[src/rtl/stage_ex.sv]
// Execute stage: single-cycle integer ALU plus pipelined RV32M multiplier,
// both arbitrated onto the single CDB (multiplier has priority).
module stage_ex #(
    parameter int XLEN          = 32,
    parameter int PHYS_REG_BITS = 6,
    parameter int ROB_BITS      = 5,
    parameter int MULT_STAGES   = 4
) (
    input  logic                     clock,
    input  logic                     reset,
    input  logic                     squash,
    input  logic                     is_valid,
    input  logic [PHYS_REG_BITS-1:0] is_tag,
    input  logic [ROB_BITS-1:0]      is_rob_idx,
    input  logic [XLEN-1:0]          is_rs1_val,
    input  logic [XLEN-1:0]          is_rs2_val,
    input  logic [XLEN-1:0]          is_imm,
    input  logic                     is_use_imm,
    input  logic                     is_is_mult,
    input  logic [3:0]               is_alu_func,
    input  logic [1:0]               is_mult_func,
    output logic                     ex_is_ready,
    output logic                     cdb_valid,
    output logic [PHYS_REG_BITS-1:0] cdb_tag,
    output logic [ROB_BITS-1:0]      cdb_rob_idx,
    output logic [XLEN-1:0]          cdb_value
);

    localparam int PW   = 2 * XLEN;
    localparam int CW   = (PW + MULT_STAGES - 1) / MULT_STAGES;
    localparam int LAST = MULT_STAGES - 1;
    localparam int SHW  = $clog2(XLEN);

    typedef struct packed {
        logic [PHYS_REG_BITS-1:0] tag;
        logic [ROB_BITS-1:0]      rob;
        logic [1:0]               func;
        logic [PW-1:0]            a;
        logic [PW-1:0]            b;
        logic [PW-1:0]            acc;
    } mstage_t;

    // Each stage adds one CW-bit slice of operand B; sums wrap mod 2^PW.
    function automatic logic [PW-1:0] partial(
        input logic [PW-1:0] a,
        input logic [PW-1:0] b,
        input int            s
    );
        logic [PW-1:0] chunk;
        chunk = (b >> (s * CW)) & ({PW{1'b1}} >> (PW - CW));
        return (a * chunk) << (s * CW);
    endfunction

    mstage_t                  ms     [MULT_STAGES];
    mstage_t                  ms_nxt [MULT_STAGES];
    logic [MULT_STAGES-1:0]   mv;
    logic [MULT_STAGES-1:0]   mv_nxt;

    logic                     alu_v;
    logic [PHYS_REG_BITS-1:0] alu_tag;
    logic [ROB_BITS-1:0]      alu_rob;
    logic [XLEN-1:0]          alu_val;

    logic                     accept;
    logic                     alu_acc;
    logic                     mult_acc;
    logic [XLEN-1:0]          op_b;
    logic [SHW-1:0]           shamt;
    logic [XLEN-1:0]          alu_res;
    logic                     a_sx;
    logic                     b_sx;
    logic [PW-1:0]            opa;
    logic [PW-1:0]            opb;
    logic [XLEN-1:0]          mult_res;

    assign ex_is_ready = !alu_v || !mv[LAST];
    assign accept      = is_valid && ex_is_ready && !squash;
    assign alu_acc     = accept && !is_is_mult;
    assign mult_acc    = accept && is_is_mult;

    assign op_b  = is_use_imm ? is_imm : is_rs2_val;
    assign shamt = op_b[SHW-1:0];

    always_comb begin
        alu_res = '0;
        unique case (is_alu_func)
            4'd0:    alu_res = is_rs1_val + op_b;
            4'd1:    alu_res = is_rs1_val - op_b;
            4'd2:    alu_res = XLEN'($signed(is_rs1_val) < $signed(op_b));
            4'd3:    alu_res = XLEN'(is_rs1_val < op_b);
            4'd4:    alu_res = is_rs1_val & op_b;
            4'd5:    alu_res = is_rs1_val | op_b;
            4'd6:    alu_res = is_rs1_val ^ op_b;
            4'd7:    alu_res = is_rs1_val << shamt;
            4'd8:    alu_res = is_rs1_val >> shamt;
            4'd9:    alu_res = $signed(is_rs1_val) >>> shamt;
            default: alu_res = '0;
        endcase
    end

    // MULH and MULHSU treat rs1 as signed; only MULH treats rs2 as signed.
    assign a_sx = (is_mult_func == 2'd1) || (is_mult_func == 2'd2);
    assign b_sx = (is_mult_func == 2'd1);
    assign opa  = {{XLEN{a_sx & is_rs1_val[XLEN-1]}}, is_rs1_val};
    assign opb  = {{XLEN{b_sx & is_rs2_val[XLEN-1]}}, is_rs2_val};

    always_comb begin
        ms_nxt[0].tag  = is_tag;
        ms_nxt[0].rob  = is_rob_idx;
        ms_nxt[0].func = is_mult_func;
        ms_nxt[0].a    = opa;
        ms_nxt[0].b    = opb;
        ms_nxt[0].acc  = partial(opa, opb, 0);
        mv_nxt[0]      = mult_acc;
        for (int i = 1; i < MULT_STAGES; i++) begin
            ms_nxt[i]     = ms[i-1];
            ms_nxt[i].acc = ms[i-1].acc
                          + partial(ms[i-1].a, ms[i-1].b, i);
            mv_nxt[i]     = mv[i-1];
        end
    end

    always_ff @(posedge clock or negedge reset) begin
        if (!reset) begin
            mv <= '0;
            for (int i = 0; i < MULT_STAGES; i++) begin
                ms[i] <= '0;
            end
        end else begin
            mv <= squash ? '0 : mv_nxt;
            ms <= ms_nxt;
        end
    end

    // The buffer only drains when the multiplier last stage is empty.
    always_ff @(posedge clock or negedge reset) begin
        if (!reset) begin
            alu_v   <= 1'b0;
            alu_tag <= '0;
            alu_rob <= '0;
            alu_val <= '0;
        end else if (squash) begin
            alu_v <= 1'b0;
        end else if (alu_acc) begin
            alu_v   <= 1'b1;
            alu_tag <= is_tag;
            alu_rob <= is_rob_idx;
            alu_val <= alu_res;
        end else if (!mv[LAST]) begin
            alu_v <= 1'b0;
        end
    end

    assign mult_res = (ms[LAST].func == 2'd0) ? ms[LAST].acc[XLEN-1:0]
                                              : ms[LAST].acc[PW-1:XLEN];

    assign cdb_valid = !squash && (mv[LAST] || alu_v);

    always_comb begin
        cdb_tag     = '0;
        cdb_rob_idx = '0;
        cdb_value   = '0;
        if (mv[LAST]) begin
            cdb_tag     = ms[LAST].tag;
            cdb_rob_idx = ms[LAST].rob;
            cdb_value   = mult_res;
        end else if (alu_v) begin
            cdb_tag     = alu_tag;
            cdb_rob_idx = alu_rob;
            cdb_value   = alu_val;
        end
    end

endmodule

[config.mk]
export PLATFORM = sky130hd
export DESIGN_NAME = stage_ex
export DESIGN_NICKNAME = d
export VERILOG_FILES = /design/src/rtl/stage_ex.sv
export SDC_FILE = /design/constraint.sdc
export NUM_CORES = 2
export LEC_CHECK = 0
export ABC_AREA = 1
export ABC_CLOCK_PERIOD_IN_PS = 9900
export CORE_MARGIN = 1
export CORE_UTILIZATION = 60
export CTS_BUF_LIST = sky130_fd_sc_hd__clkbuf_2
export DETAILED_ROUTE_END_ITERATION = 12
export PLACE_DENSITY_LB_ADDON = 0.12
export RECOVER_POWER = 100
export SYNTH_ARGS = -nofsm -noshare
export SYNTH_HDL_FRONTEND = slang
export SYNTH_SLANG_ARGS = --single-unit
[constraint.sdc]
create_clock -name clock -period 9.9 [get_ports clock]
set_input_delay 1.98 -clock clock [delete_from_list [all_inputs] [get_ports clock]]
set_output_delay 1.98 -clock clock [all_outputs]
set_load 0.02 [all_outputs]
# Word-level counts from Yosys, hierarchy flattened
# Index checks and enable logic that the tools add are counted.
[classes] magnitude_cmp=2 reduce_logical=15 n_mul=4 shift=3 eq_ne=12 bitwise_logic=6 muxes=13 addsub=5
[ops] operator="$pmux 32 s10" n=1
[ops] operator="$add 64x64->64" n=3
[ops] operator="$mux 32" n=4
[ops] operator="$lt 32x32->1" n=2
[ops] operator="$mul 64x16->16" n=1
[ops] operator="$mul 64x16->32" n=1
[ops] operator="$mul 64x16->48" n=1
[ops] operator="$mul 33x17->50" n=1
[ops] operator="$add 32x32->32" n=1
[ops] operator="$and 32x32->32" n=1
[ops] operator="$or 32x32->32" n=1
[ops] operator="$shl 32x5->32" n=1
[ops] operator="$shr 32x5->32" n=1
[ops] operator="$sshr 32x5->32" n=1
[ops] operator="$sub 32x32->32" n=1
[ops] operator="$xor 32x32->32" n=1
[ops] operator="$eq 4x3->1 const B" n=4
[ops] operator="$mux 6" n=2
[ops] operator="$mux 5" n=2
[ops] operator="$eq 4x2->1 const B" n=2
[ops] operator="$eq 4x4->1 const B" n=2
[ops] operator="$logic_and 1x1->1" n=5
[ops] operator="$eq 4x1->1 const B" n=1
[ops] operator="$logic_not 1->1" n=4
[ops] operator="11 further kinds" n=16
[totals] ff_bits=540 out_inout_bits=45 word_cells=87 inputBits=119

# Depth between registers and ports, before layout
[depth] ltp_word=7 depth_mapped=43

# Least setup slack after synthesis
# Ideal clock, no wire load.
[synth_path] path_kind="in2reg" startpoint="in is_rs1_val[31]" endpoint="reg ms[663] (netlist name)" path_buffers=2 t_required_ns=9.783 stages=21 arrival_ns=7.401 path_slack_ns=2.382 cell_sequence="clkbuf_1 -> buf_1 -> nand2_1 -> nor2_1 -> fa_1 -> fa_1 -> inv_1 -> fa_1 -> fa_1 -> fa_1 -> fa_1 -> inv_1 -> ha_1 -> inv_1 -> nor3_1 -> inv_1 -> nor3_1 -> nand4_1 -> or2_2 -> nand4_1 -> nand2_1"
[synth_lines] item="start: declaration" line_no="15" rtl="input logic [XLEN-1:0] is_rs1_val,"
[synth_lines] item="end signal: assignment" line_no="131" rtl="ms <= ms_nxt;"
[synth_lines] item="end: declaration" line_no="54" rtl="mstage_t ms [MULT_STAGES];"

==> impl_metrics.py <==
metrics = {
    "clocking": {
        "numCtsBuffers": 117,
        "clock_latency_ns": 1.45,
        "ctsResizeCount": 0,
        "root_buffer": "clkbuf_2",
        "cts_max_path_buffers": 3,
        "cts.clk_slew.worst_paths_ns": 0.16,
        "cts_sinks": 442,
        "cts_tree": "yes",
        "cts_setup_buffers": 0,
        "cts.hold.buffers_added": 0,
        "htree_levels": 3,
    },
    "finish": {
        "final_area_um2": 81100,
        "final_nets": 12000,
        "area_delta_synth_final_pct": 5.58,
        "most-common-layout-cells": "2474 x nand2_1, 2427 x inv_1, 1270 x fa_1, 689 x nand3_1, 512 x nor2_1",
        "mostFrequentLayoutCell": "nand2_1",
        "drive_gt1_frac": 0.0373,
        "fillerInstances": 10800,
        "fin_cells": 11900,
    },
    "drt": {
        "drtAntennaViolNets": 0,
        "viasPerCell": 5.76,
        "firstDrtPassIters": 8,
        "first_iter_violations": 8756,
        "routed_wl_um": 272000,
        "vias": 68400,
        "drc": 0,
        "wire_per_inst_um": 22.9,
    },
    "critical_path": {
        "worst_path_max_delay_cell": "dfrtp_1",
        "max_stage_delay_ns": 0.73,
        "critical_path_buf_inv_count": 5,
        "critical_path_class": "flip-flop to flip-flop",
        "cp-end-kind": "flip-flop",
        "cp.arrival_ns": 10.31,
        "cp_max_fo": 19,
        "crit_family": "adder cells",
        "path_common_cell": "nand2_1",
        "required_ns": 11.15,
        "start_kind": "flip-flop",
    },
    "floorplan": {
        "ioPinCount": 164,
        "die_h_um": 360,
        "core-area_um2": 126000,
        "start_util": 0.608,
        "chipWidth_um": 360,
        "dieArea_um2": 129000,
        "rows": 130,
    },
    "yosys": {
        "yosys_warnings": 0,
        "synthesis.nets": 12000,
        "yosysSeqAreaShare": 0.144,
        "yosys-top-cells-area": "fa_1 33%, dfrtp_1 14%, nand2_1 12%",
        "syn_area_um2": 76800,
        "netlist-cell-type-count": 56,
        "synth_area_per_cell_um2": 7.61,
        "synth_top_area_cell": "fa_1",
        "synthCells": 10100,
        "ys_ff_latch": 442,
        "synth_top_area_share": 0.331,
    },
    "global_route": {
        "antenna_found_initial": 41,
        "grt_first_pass_wirelength_um": 418000,
        "grt_util_all_layers": 0.428,
        "grt_pass1_vias": 71300,
        "overflow": 0,
        "grt_max_degree": 174,
    },
    "run_status": {
        "violations": "max-capacitance violations, max-slew violations",
        "outcome": "finished, violations left",
    },
    "placed_design": {
        "placed_area_um2": 80000,
        "place_inst": 11700,
        "place.gp.congestion": 1.08,
        "dp_hpwl_um": 229000,
        "io_buffers": 163,
    },
    "timing": {
        "clock-skew-final_ns": 0.0862,
        "slew_violations": 690,
        "rsz0062_at_grt": "no",
        "hold_viol_final": 0,
        "fmax_ghz": 0.110,
        "setup_viol": 0,
        "fin_hold_ws_ns": 0.295,
        "period_minus_slack_ns": 9.07,
        "post-route-period-util": 0.916,
        "worst_pin_slew_ns": 6.46,
        "fin_setup_tns_ns": 0,
        "max_slew_margin": -3.31,
    },
    "worst_hold_path": {
        "hold_path.class": "flip-flop to flip-flop",
    },
    "run": {
        "cap_violations": 10,
    },
}
-- flip-flops by register name (all words and copies together), names as in the netlist --
register and count:
alu_val 32, alu_tag 6, alu_rob 5, ms 394
mv 4, alu_v 1
-- per-stage QoR --
stage	util	setup slack, ns
2_1_floorplan	-	2.38
3_3_place_gp	0.634	0.945
3_5_place_dp	0.634	0.872
4_1_cts	0.643	1.32
5_1_grt	0.642	0.346
6_report	0.642	0.835
-- kinds of logic after synthesis --
| logic type | share of synthesized area |
|---|---|
| compound gates | 0.0666 |
| xor+xnor | 0.0283 |
| fa+ha+maj | 0.411 |
| buf+inv | 0.141 |
| flops | 0.144 |
| simple gates | 0.209 |
-- path summary, 6_finish.rpt --
path,startpoint,end,slack [ns],cells past startpoint
setup / recovery,ms[506],ms[268],0.83,34
hold / removal,ms[228],ms[23],0.30,0
setup reg to reg,ms[506],ms[268],0.83,34
hold reg to reg,ms[228],ms[23],0.30,0
max in group asynchronous,reset,ms[710],1.67,2
min in group asynchronous,reset,ms[641],3.03,1
-- routing by layer --
metal  vias to the layer above  GRT usage  share of wire
li1                      30200          -              -
met1                     33100      0.569           0.38
met2                      4170      0.659           0.44
met3                       882      0.105           0.12
met4                        28      0.201          0.053
met5                         -     0.0122         0.0017
-- final cells by class --
| class | count | area [µm²] | area share |
|---|---|---|---|
| timing repair buffer | 308 | 2640 | 0.0325 |
| sequential | 442 | 11100 | 0.136 |
| clock buffer | 147 | 736 | 0.00907 |
| multi-input combinational | 6814 | 54900 | 0.677 |
| clock inverter | 62 | 459 | 0.00566 |
| tap | 1650 | 2060 | 0.0255 |
| inverter | 2439 | 9160 | 0.113 |
| antenna | 12 | 30.0 | 0.000370 |
-- cells in the mapped netlist, drive strengths merged --
library cell / number
fa: 1270
a21oi: 364
xnor2: 81
xnor3: 2
o221ai: 15
nand4: 58
o221a: 2
xor2: 162
o22ai: 21
o21bai: 52
a31oi: 41
buf: 81
ha: 492
o311ai: 1
clkinv: 3
a221oi: 4
nand2: 2491
o21a: 11
dfrtp: 442
nor3: 55
and3: 2
nor4: 17
inv: 2436
a211oi: 6
nand3b: 18
a21o: 44
and2: 7
o31ai: 3
o2111ai: 3
nand3: 694
nor2: 517
a21boi: 17
o211ai: 5
or2: 34
o21ai: 323
nor3b: 2
clkbuf: 310
Power is left out: the tool's default activity adds up to more than one toggle a clock period on the data nets, which glitch-free logic cannot reach.
